## src/rtl/if_fetch_unit_pkg.sv

```systemverilog
// Shared fetch/decode definitions: state encoding, bubble word and bus widths.
// Latency: none (types and constants only).
// Backpressure: not applicable.
package if_fetch_unit_pkg;

    localparam int INSTR_W = 32;
    localparam int ADDR_W  = 32;

    // Opcode 000000 decodes as a NOP, so an all-zero word is a safe bubble.
    localparam logic [INSTR_W-1:0] NOP_WORD = '0;

    typedef enum logic [1:0] {
        S_IDLE  = 2'd0,
        S_FETCH = 2'd1,
        S_HOLD  = 2'd2,
        S_DRAIN = 2'd3
    } fetch_state_e;

    // IF/ID pipeline register contents.
    typedef struct packed {
        logic [INSTR_W-1:0] instr;
        logic [ADDR_W-1:0]  pc_out;
    } if_id_t;

endpackage

```

## src/rtl/if_fetch_unit_if.sv

```systemverilog
// Instruction-memory request/response bus between fetch and imem.
// Latency: variable; imem_ack is a one-cycle strobe with imem_rdata valid alongside.
// Backpressure: requester keeps imem_req and imem_addr stable until imem_ack.
interface if_fetch_unit_if;
    import if_fetch_unit_pkg::*;

    logic               imem_req;
    logic [ADDR_W-1:0]  imem_addr;
    logic               imem_ack;
    logic [INSTR_W-1:0] imem_rdata;

    modport master (
        output imem_req,
        output imem_addr,
        input  imem_ack,
        input  imem_rdata
    );

    modport slave (
        input  imem_req,
        input  imem_addr,
        output imem_ack,
        output imem_rdata
    );
endinterface

```

## src/rtl/if_fetch_unit_if_id_reg.sv

```systemverilog
// IF/ID pipeline register holding the instruction and PC+step for decode.
// Latency: one cycle from load to output.
// Backpressure: flush beats hold beats load; with none asserted the contents persist.
module if_id_reg
    import if_fetch_unit_pkg::*;
#(
    parameter logic [INSTR_W-1:0] NOP = if_fetch_unit_pkg::NOP_WORD
) (
    input  logic   clk,
    input  logic   rst_n,
    input  logic   load,
    input  logic   flush,
    input  logic   hold,
    input  if_id_t d,
    output if_id_t q
);

    if_id_t if_id_d;
    if_id_t if_id_q;

    // Select the next register contents from the control priority.
    always_comb begin
        if_id_d = if_id_q;
        if (flush) begin
            if_id_d.instr  = NOP;
            if_id_d.pc_out = '0;
        end else if (hold) begin
            if_id_d = if_id_q;
        end else if (load) begin
            if_id_d = d;
        end
    end

    // Register with async clear to a bubble.
    always_ff @(posedge clk or negedge rst_n) begin
        if (!rst_n) begin
            if_id_q.instr  <= NOP;
            if_id_q.pc_out <= '0;
        end else begin
            if_id_q <= if_id_d;
        end
    end

    assign q = if_id_q;

endmodule

```

## src/rtl/if_fetch_unit.sv

```systemverilog
// Instruction fetch: owns the PC, requests words from imem and feeds decode via IF/ID.
// Latency: an acked word reaches IF/ID on the next clock; one instruction per cycle at zero wait.
// Backpressure: freez holds PC and IF/ID (acked word parked in hold_buf); bubbles while imem is slow.
module if_fetch_unit
    import if_fetch_unit_pkg::*;
#(
    parameter logic [ADDR_W-1:0]  RESET_PC = 32'h0000_0000,
    parameter int unsigned        PC_STEP  = 4,
    parameter logic [INSTR_W-1:0] NOP_WORD = if_fetch_unit_pkg::NOP_WORD
) (
    input  logic                clk,
    input  logic                rst,
    input  logic                freez,
    input  logic                branch_taken,
    input  logic [ADDR_W-1:0]   branch_addr,
    if_fetch_unit_if.master     imem,
    output logic [INSTR_W-1:0]  instruction,
    output logic [ADDR_W-1:0]   PCOut,
    output logic                fetch_pending
);

    localparam logic [ADDR_W-1:0] STEP = ADDR_W'(PC_STEP);

    fetch_state_e       state_d, state_q;
    logic [ADDR_W-1:0]  pc_d, pc_q;
    logic [INSTR_W-1:0] hold_buf_d, hold_buf_q;
    // Address of the request still in flight when a redirect moved pc away.
    logic [ADDR_W-1:0]  drain_addr_d, drain_addr_q;

    logic [ADDR_W-1:0]  pc_next;
    logic               ifid_load, ifid_flush, ifid_hold;
    if_id_t             ifid_in, ifid_out;

    assign pc_next = pc_q + STEP;

    // Next-state, PC and IF/ID control; branch beats freez beats normal flow.
    always_comb begin
        state_d      = state_q;
        pc_d         = pc_q;
        hold_buf_d   = hold_buf_q;
        drain_addr_d = drain_addr_q;
        ifid_load    = 1'b0;
        ifid_flush   = 1'b0;
        ifid_hold    = freez & ~branch_taken;
        ifid_in      = '{instr: imem.imem_rdata, pc_out: pc_next};

        if (branch_taken) begin
            ifid_flush = 1'b1;
            pc_d       = branch_addr;
            hold_buf_d = '0;
        end

        unique case (state_q)
            S_IDLE: begin
                state_d = S_FETCH;
            end
            S_FETCH: begin
                if (branch_taken) begin
                    // Without an ack the old request must still complete and be dropped.
                    state_d      = imem.imem_ack ? S_FETCH : S_DRAIN;
                    drain_addr_d = pc_q;
                end else if (imem.imem_ack) begin
                    if (freez) begin
                        hold_buf_d = imem.imem_rdata;
                        state_d    = S_HOLD;
                    end else begin
                        ifid_load = 1'b1;
                        pc_d      = pc_next;
                    end
                end else if (!freez) begin
                    ifid_flush = 1'b1;
                end
            end
            S_HOLD: begin
                if (branch_taken) begin
                    state_d = S_FETCH;
                end else if (!freez) begin
                    ifid_load     = 1'b1;
                    ifid_in.instr = hold_buf_q;
                    pc_d          = pc_next;
                    state_d       = S_FETCH;
                end
            end
            S_DRAIN: begin
                if (imem.imem_ack) begin
                    state_d = S_FETCH;
                end
                if (!branch_taken && !freez) begin
                    ifid_flush = 1'b1;
                end
            end
            default: begin
                state_d = S_IDLE;
            end
        endcase
    end

    // Fetch state, PC, hold buffer and drain address registers.
    always_ff @(posedge clk or negedge rst) begin
        if (!rst) begin
            state_q      <= S_IDLE;
            pc_q         <= RESET_PC;
            hold_buf_q   <= '0;
            drain_addr_q <= RESET_PC;
        end else begin
            state_q      <= state_d;
            pc_q         <= pc_d;
            hold_buf_q   <= hold_buf_d;
            drain_addr_q <= drain_addr_d;
        end
    end

    if_id_reg #(
        .NOP (NOP_WORD)
    ) u_if_id_reg (
        .clk   (clk),
        .rst_n (rst),
        .load  (ifid_load),
        .flush (ifid_flush),
        .hold  (ifid_hold),
        .d     (ifid_in),
        .q     (ifid_out)
    );

    assign imem.imem_req  = (state_q == S_FETCH) || (state_q == S_DRAIN);
    assign imem.imem_addr = (state_q == S_DRAIN) ? drain_addr_q : pc_q;
    assign fetch_pending  = imem.imem_req & ~imem.imem_ack;
    assign instruction    = ifid_out.instr;
    assign PCOut          = ifid_out.pc_out;

endmodule

```

## src/flat_wrapper.sv

```systemverilog
// flat-port wrapper written by rule: the top's interface ports become plain ports
module if_fetch_unit_flat import if_fetch_unit_pkg::*;
#(
    parameter logic [ADDR_W-1:0]  RESET_PC = 32'h0000_0000,
    parameter int unsigned        PC_STEP  = 4,
    parameter logic [INSTR_W-1:0] NOP_WORD = if_fetch_unit_pkg::NOP_WORD
)
  (clk, rst, freez, branch_taken, branch_addr, instruction, PCOut, fetch_pending, imem_imem_req, imem_imem_addr, imem_imem_ack, imem_imem_rdata);
  if_fetch_unit_if imem_i ();
  input  logic clk;
  input  logic rst;
  input  logic freez;
  input  logic branch_taken;
  input  logic [ADDR_W-1:0] branch_addr;
  output logic [INSTR_W-1:0] instruction;
  output logic [ADDR_W-1:0] PCOut;
  output logic fetch_pending;
  output wire logic [$bits(imem_i.imem_req)-1:0] imem_imem_req;
  output wire logic [$bits(imem_i.imem_addr)-1:0] imem_imem_addr;
  input wire logic [$bits(imem_i.imem_ack)-1:0] imem_imem_ack;
  input wire logic [$bits(imem_i.imem_rdata)-1:0] imem_imem_rdata;
  assign imem_imem_req = imem_i.imem_req;
  assign imem_imem_addr = imem_i.imem_addr;
  assign imem_i.imem_ack = imem_imem_ack;
  assign imem_i.imem_rdata = imem_imem_rdata;
  if_fetch_unit #(.RESET_PC(RESET_PC), .PC_STEP(PC_STEP), .NOP_WORD(NOP_WORD)) u_core (.clk(clk), .rst(rst), .freez(freez), .branch_taken(branch_taken), .branch_addr(branch_addr), .imem(imem_i), .instruction(instruction), .PCOut(PCOut), .fetch_pending(fetch_pending));
endmodule
```

## config.mk

```make
export PLATFORM = sky130hd
export DESIGN_NAME = if_fetch_unit_flat
export DESIGN_NICKNAME = d
export VERILOG_FILES = /design/src/rtl/if_fetch_unit_pkg.sv /design/src/rtl/if_fetch_unit_if.sv /design/src/rtl/if_fetch_unit_if_id_reg.sv /design/src/rtl/if_fetch_unit.sv /design/src/flat_wrapper.sv
export SDC_FILE = /design/constraint.sdc
export NUM_CORES = 1
export LEC_CHECK = 0
export ABC_CLOCK_PERIOD_IN_PS = 2600
export BUFFER_PORTS_ARGS = -buffer_cell sky130_fd_sc_hd__buf_2
export CORE_ASPECT_RATIO = 0.5
export CORE_MARGIN = 5
export CORE_UTILIZATION = 40
export CTS_CLUSTER_DIAMETER = 200
export DETAILED_ROUTE_END_ITERATION = 16
export GPL_TIMING_DRIVEN = 0
export PLACE_DENSITY_LB_ADDON = 0.08
export SLEW_MARGIN = 20
export SYNTH_ARGS = -nofsm -noshare
export SYNTH_HDL_FRONTEND = slang
export SYNTH_SLANG_ARGS = --single-unit
```

## constraint.sdc

```tcl
create_clock -name clk -period 2.6 [get_ports clk]
set_input_delay 0.26 -clock clk [delete_from_list [all_inputs] [get_ports clk]]
set_output_delay 0.26 -clock clk [all_outputs]
set_load 0.03 [all_outputs]
```

==> out/qor.yml, run 1 <==
status: "finished, final reports clean"
nets: 1136
min_path_type: "input pin to register"
clkLatencyLatePin_ns: 0.44
antenna_found_initial: 3
synth_fp_nets: 951
cts_max_level: 4
clock-skew-final_ns: 0.007592
cts.path.max_buffers: 2
critPathRequiredTime_ns: 2.34
power-per-cell-area_nw_per_um2: 1107
fmax_mhz: 406.0
chain_of_cells_forming_the_critical_path: "ha_1 > buf_2 > clkbuf_2 > or2_2 > nor2b_1 > buf_2"
drt_drc_violations_left: 0
core_footprint_um2: 21590
reg2reg_slack_ns: 0.15
slew_at_the_pin_closest_to_its_max_slew_limit_ns: 0.8596
worst_setup_path_endpoint: "fetch_pending"
layout_common_cells: "buf_2 (198), dfrtp_1 (161), nor2_1 (91)"
min_period_over_period_pct: 94.74
crit_start: "u_core.state_q[0]"
relSlewSlack_pct: 42.69
cp_num_cells: 6
hold_start: "branch_addr[8]"
grt_pass1_wl_um: 45210
chipWidth_um: 218.9
final_number_of_hold_violating_endpoints: 0
routed_wl_um: 29110
cts_post_setup_buffers_inserted: 0
r2r-start: "u_core.state_q[0]"
critical_path.most_common_cell: "buf_2"
grt_use_total_pct: 23.69
cts.sink_count: 162
number_of_enable_type_register_cells_in_the_synthesized_netlist: 0
drt_pass_1_iters: 8
rr_worst_depth: 7
grt_setup_unrepaired: "no"
grt_start_max_net_pins: 94
fill_cells: 2097
area.growth.synth_to_final_pct: 21.77
fin_setup_tns_ns: 0
design.die.area_um2: 25050
cp.buffers_inverters: 3
path_max_fanout: 10
hold_ws_ns: 0.03197
layout_min_cycle_time_ns: 2.463
place.detailed.hpwl_um: 20910
slew_viol_final: 0
worst-endpoint-arrival_ns: 2.20
synth_seq_area_share_pct: 46.44
place.detailed.instances: 1345
cts.reportedPaths.clkPinSlew_ns: 0.07
ir_drop_worst_vdd_uv: 501.3
io_buffers: 166
vias_per_cell: 5.532
postSynthAreaPerCell_um2: 9.941
crit_slowest_cell: "dfrtp_1"
detailedRoute.firstIterationViolations: 504
die_height_um: 114.5
fin_area_um2: 10630
flops_latches_synth: 162
tritoncts.num_buffers: 17
crit-reg2reg-capture: "u_core.pc_q[4]"
synth_cell_type_count: 77
report.final.setup_viol: 0
cap_violations: 0
synth-main-ff-cell: "dfrtp_1"
placer_congestion: 0.9394
first_global_vias: 7662
cts_root_buffer: "clkbuf_16"
overflow: 0
slowest_delay_ns: 0.41
wl_per_cell_um: 21.15
drive_gt1_share_pct: 30.67
layout_commonest_cell: "buf_2"
critical_path_class: "register to output pin"
synthesis.instances: 878
number_of_diodes: 0
initial_utilization_pct: 40.44
final_cell_count_no_fill: 1376
ys_async_sr_fraction_pct: 100.0
tritoncts: "yes"
core.rowCount: 38
crit_path_start_kind: "register"
worst_path_dominant_cell_family: "buffers and inverters"
dr_total_vias: 7612
netlist_area_um2: 8728
placedInstanceArea_um2: 9972
pin_count: 167
drt.antenna.violating_nets: 0
p_leak_nw: 4.834
cp-end-kind: "output pin"
synthesis.yosys.warnings: 0
==> how the worst min path moves through the flow <==
stage / end / slack (ns) / cells after the start
4_1_cts: u_core.pc_q[8] / 0.01 / 3
6_report: u_core.pc_q[8] / 0.03 / 3
3_5_place_dp: u_core.u_if_id_reg.q[62] / 0.26 / 1
3_3_place_gp: u_core.drain_addr_q[7] / 0.46 / 2
5_1_grt: u_core.hold_buf_q[20] / 0.04 / 3
2_1_floorplan: u_core.drain_addr_q[0] / -0.04 / 0
==> where the power goes <==
group          total (mW)  internal (mW)  switching (mW)  leakage [nW]
combinational        5.62           1.93            3.69          2.37
clock                2.62           1.45            1.17         0.295
sequential           3.52           3.14           0.382          2.17
total                11.8           6.52            5.25          4.83
==> synth_stat cells (4+ instances only) <==
cell      instances  area (µm²)
a211oi_1         52       390.4
a21o_1            5       37.54
a21oi_1          34       170.2
a221o_1           8       80.08
a22o_1           22       192.7
and2_1            4       25.02
and3_1            8       50.05
and4_1            4       35.03
buf_1             7       26.28
buf_2            33       165.2
buf_4             5       37.54
buf_6             4       45.04
clkbuf_1         32       120.1
dfrtp_1         162        4054
ha_1              4       50.05
inv_1            12       45.04
mux2_2           51       574.3
mux2i_1          43       430.4
nand2_1          84       315.3
nand2b_1          8       50.05
nand3_1          20       100.1
nand4_1           6       37.54
nor2_1           91       341.6
nor2b_1           5       31.28
nor3_1           10       50.05
nor4_1           10       62.56
o211ai_1          4       30.03
o21ai_0          42       210.2
o31ai_1           5       37.54
xnor2_1          22       192.7
xor2_1            5       43.79
==> area by class of cell <==
cell class                      count  area, µm²  share of cell area [%]
Buffer                             81      429.2                   4.038
Clock buffer                       17      425.4                   4.002
Clock inverter                     15      172.7                   1.624
Inverter                           13      48.80                  0.4591
Multi-Input combinational cell    620       4244                   39.93
Sequential cell                   162       4055                   38.15
Tap cell                          300      375.4                   3.532
Timing Repair Buffer              168      878.3                   8.264
==> through the flow <==
step                setup WS (ns)  power, mW  utilization [%]
floorplan                  0.5429      7.376                -
global route            0.0008986      12.46            49.24
CTS                       0.02217      11.76            49.09
global placement           -1.433      9.019            46.02
finish                     0.1367      11.76            49.24
detailed placement        -0.2245      9.088            46.20
==> worst register-to-register path, stage by stage, from the launching register on <==
cell and delay [ns]:
dfrtp_1 0.40, inv_1 0.06, ha_1 0.34, inv_1 0.27, a21oi_1 0.33, a31oi_4 0.45, o21ai_0 0.16, a221o_1 0.33
==> state kept, by name (all words and copies together) (netlist names) <==
name	cells
u_core.pc_q	32
u_core.hold_buf_q	32
u_core.u_if_id_reg.q	64
u_core.drain_addr_q	32
u_core.state_q	2
==> cells by family after synthesis <==
kind of cell             count (synthesis)  share of synthesized area (%)
AND/OR/NAND/NOR                        279                          16.00
buffers and inverters                   96                          5.290
multiplexers                            94                          11.51
adder cells (fa/ha/maj)                  4                         0.5734
AO/OA/AOI/OAI                          216                          17.47
flip-flops                             162                          46.44
XOR/XNOR                                27                          2.709
==> what timing repair did <==
| action | 4_1_cts | 5_1_grt |
|---|---|---|
| hold endpoints to repair | 69 | 0 |
| resized for setup | 9 | 17 |
| hold buffers | 1 | 0 |
| endpoints found under the setup margin | 83 | 84 |
==> per-layer routing <==
layer  GRT usage, %  vias up  wire length [µm]
met5              0        -                47
met4          5.769        6               401
met3          6.129       32              1872
met2          35.85      217             12800
met1          34.21     3792             13980
li1               -     3565                 -
(Power assumes the default switching activity.)
==> inputs of run 2 (changes only) <==
Settings changed: ABC_CLOCK_PERIOD_IN_PS 2600 to 2000, CTS_CLUSTER_DIAMETER 200 to default.
Clock period 2.6 ns to 2 ns, I/O delays scaled along.
==> run 2 against run 1 <==
Against the previous run:
- largest cell class unchanged
- critical path depth rose by 4
- power rose by 56%
- the run now ends with setup timing left
- largest power group unchanged
- clock skew barely moved
==> out/qor.yml, run 2 (synthesized netlist as in run 1, its figures left out) <==
status: "finished with violations"
violations: "setup timing"
grt_start_max_net_pins: 95
cp-end-kind: "register"
min_path_type: "input pin to register"
fill_cells: 1830
dr_total_vias: 8267
post-place-ws_ns: -0.8073
io_buffers: 166
hold_start: "branch_addr[12]"
min_period_over_period_pct: 107.5
place.detailed.instances: 1345
overflow: 0
detailedRoute.firstIterationViolations: 686
drive_gt1_share_pct: 49.19
r2r-start: "u_core.state_q[0]"
first_global_vias: 8045
core.rowCount: 38
cts_max_level: 4
hold_ws_ns: 0.01987
area.growth.synth_to_final_pct: 51.08
core_footprint_um2: 21590
pin_count: 167
fin_setup_tns_ns: -7.310
worst-endpoint-arrival_ns: 2.47
p_leak_nw: 5.812
layout_common_cells: "buf_2 (163), dfrtp_1 (156), nand2_1 (70)"
rr_worst_depth: 10
tritoncts.num_buffers: 17
nets: 1234
finish.utilization_pct: 61.09
crit-reg2reg-capture: "u_core.u_if_id_reg.q[22]"
final_cell_count_no_fill: 1473
setup_ws_ns: -0.1507
hold_depth: 3
chipWidth_um: 218.9
placer_congestion: 0.9360
slew_at_the_pin_closest_to_its_max_slew_limit_ns: 0.9533
crit_path_start_kind: "register"
antenna_found_initial: 0
path_max_fanout: 7
slew_viol_final: 0
cts.reportedPaths.clkPinSlew_ns: 0.07
vias_per_cell: 5.612
cap_violations: 0
relSlewSlack_pct: 36.45
critPathRequiredTime_ns: 2.32
wl_per_cell_um: 22.42
grt_pass1_wl_um: 48260
layout_min_cycle_time_ns: 2.151
drt_drc_violations_left: 0
drt.antenna.violating_nets: 0
place.detailed.hpwl_um: 21110
number_of_diodes: 0
cts.sink_count: 162
ir_drop_worst_vdd_uv: 771.7
worst_hold_path.endpoint: "u_core.pc_q[12]"
largest_register_ffs: 64
tritoncts: "yes"
final_number_of_hold_violating_endpoints: 0
drt_pass_1_iters: 5
grt_setup_unrepaired: "yes"
cts.path.max_buffers: 2
grt_use_total_pct: 25.36
fmax_mhz: 465.0
clkLatencyLatePin_ns: 0.46
power-per-cell-area_nw_per_um2: 1390
critical_path_class: "register to register"
initial_utilization_pct: 40.44
clock-skew-final_ns: 0.007121
design.die.area_um2: 25050
crit_start: "u_core.state_q[0]"
reg2reg_slack_ns: -0.15
report.final.setup_viol: 103
layout_commonest_cell: "buf_2"
die_height_um: 114.5
cts_root_buffer: "clkbuf_16"
routed_wl_um: 33030
## run 2: changes by cell type in the layout (fill, tap and decap cells not counted), sizes merged
cell | before | now
buf | 213 | 273
bufinv | 2 | 1
inv | 20 | 13
a31oi | 4 | 5
clkbuf | 52 | 51
dlygate4sd3 | 1 | 42
clkinvlp | 1 | 5
## run 2: how the worst max path moves through the flow
stage                               endpoint  cells after the start
finish              u_core.u_if_id_reg.q[22]                     10
global route        u_core.u_if_id_reg.q[23]                     10
CTS                        imem_imem_addr[9]                      4
detailed placement  u_core.u_if_id_reg.q[50]                      8
global placement     u_core.drain_addr_q[29]                      1
floorplan                      fetch_pending                      6
## run 2: critical path, cell delays in order (launching register included)
cell,delay [ns]
dfrtp_2,0.46
inv_1,0.12
ha_4,0.23
or2_4,0.25
buf_8,0.13
nor3_4,0.12
buf_6,0.17
buf_12,0.16
buf_12,0.15
clkbuf_16,0.16
a211oi_2,0.06
## run 2: layout make-up
cell class	count	area [µm²]	area share (%)
clock inverter	11	105.1	0.7970
sequential	162	4061	30.80
timing repair buffer	271	2138	16.22
multi-input combinational	621	5264	39.92
tap	300	375.4	2.847
inverter	13	52.55	0.3985
clock buffer	20	456.7	3.463
buffer	75	733.2	5.560
## run 2: routing by layer
layer	global-route usage [%]	vias up	wire (µm)
li1	-	3755	-
met4	7.483	0	680
met2	38.49	275	15040
met5	0	-	0
met3	5.310	50	2106
met1	36.80	4187	15200
## run 2: timing repair
item                       CTS  global route
gates cloned                 9             5
pin swaps                   40            68
hold endpoints to repair   134             0
setup endpoints to repair  178           162
gates resized for setup    218           256
hold buffers                42             0
buffers inserted            35            20
## run 2: metrics by stage
stage,instance area [µm²],total power [mW]
after floorplan,8738,9.597
after CTS,12220,16.75
after detailed placement,9982,11.84
final,13190,18.33
after global routing,13190,19.17
after global placement,9945,11.74
## run 2: where the power goes
part	internal [mW]	switching, mW	total [mW]	leakage (nW)
clock network	1.78	1.46	3.24	0.265
registers	4.09	0.561	4.66	2.16
logic	4.49	5.95	10.4	3.39
total	10.4	7.97	18.3	5.81
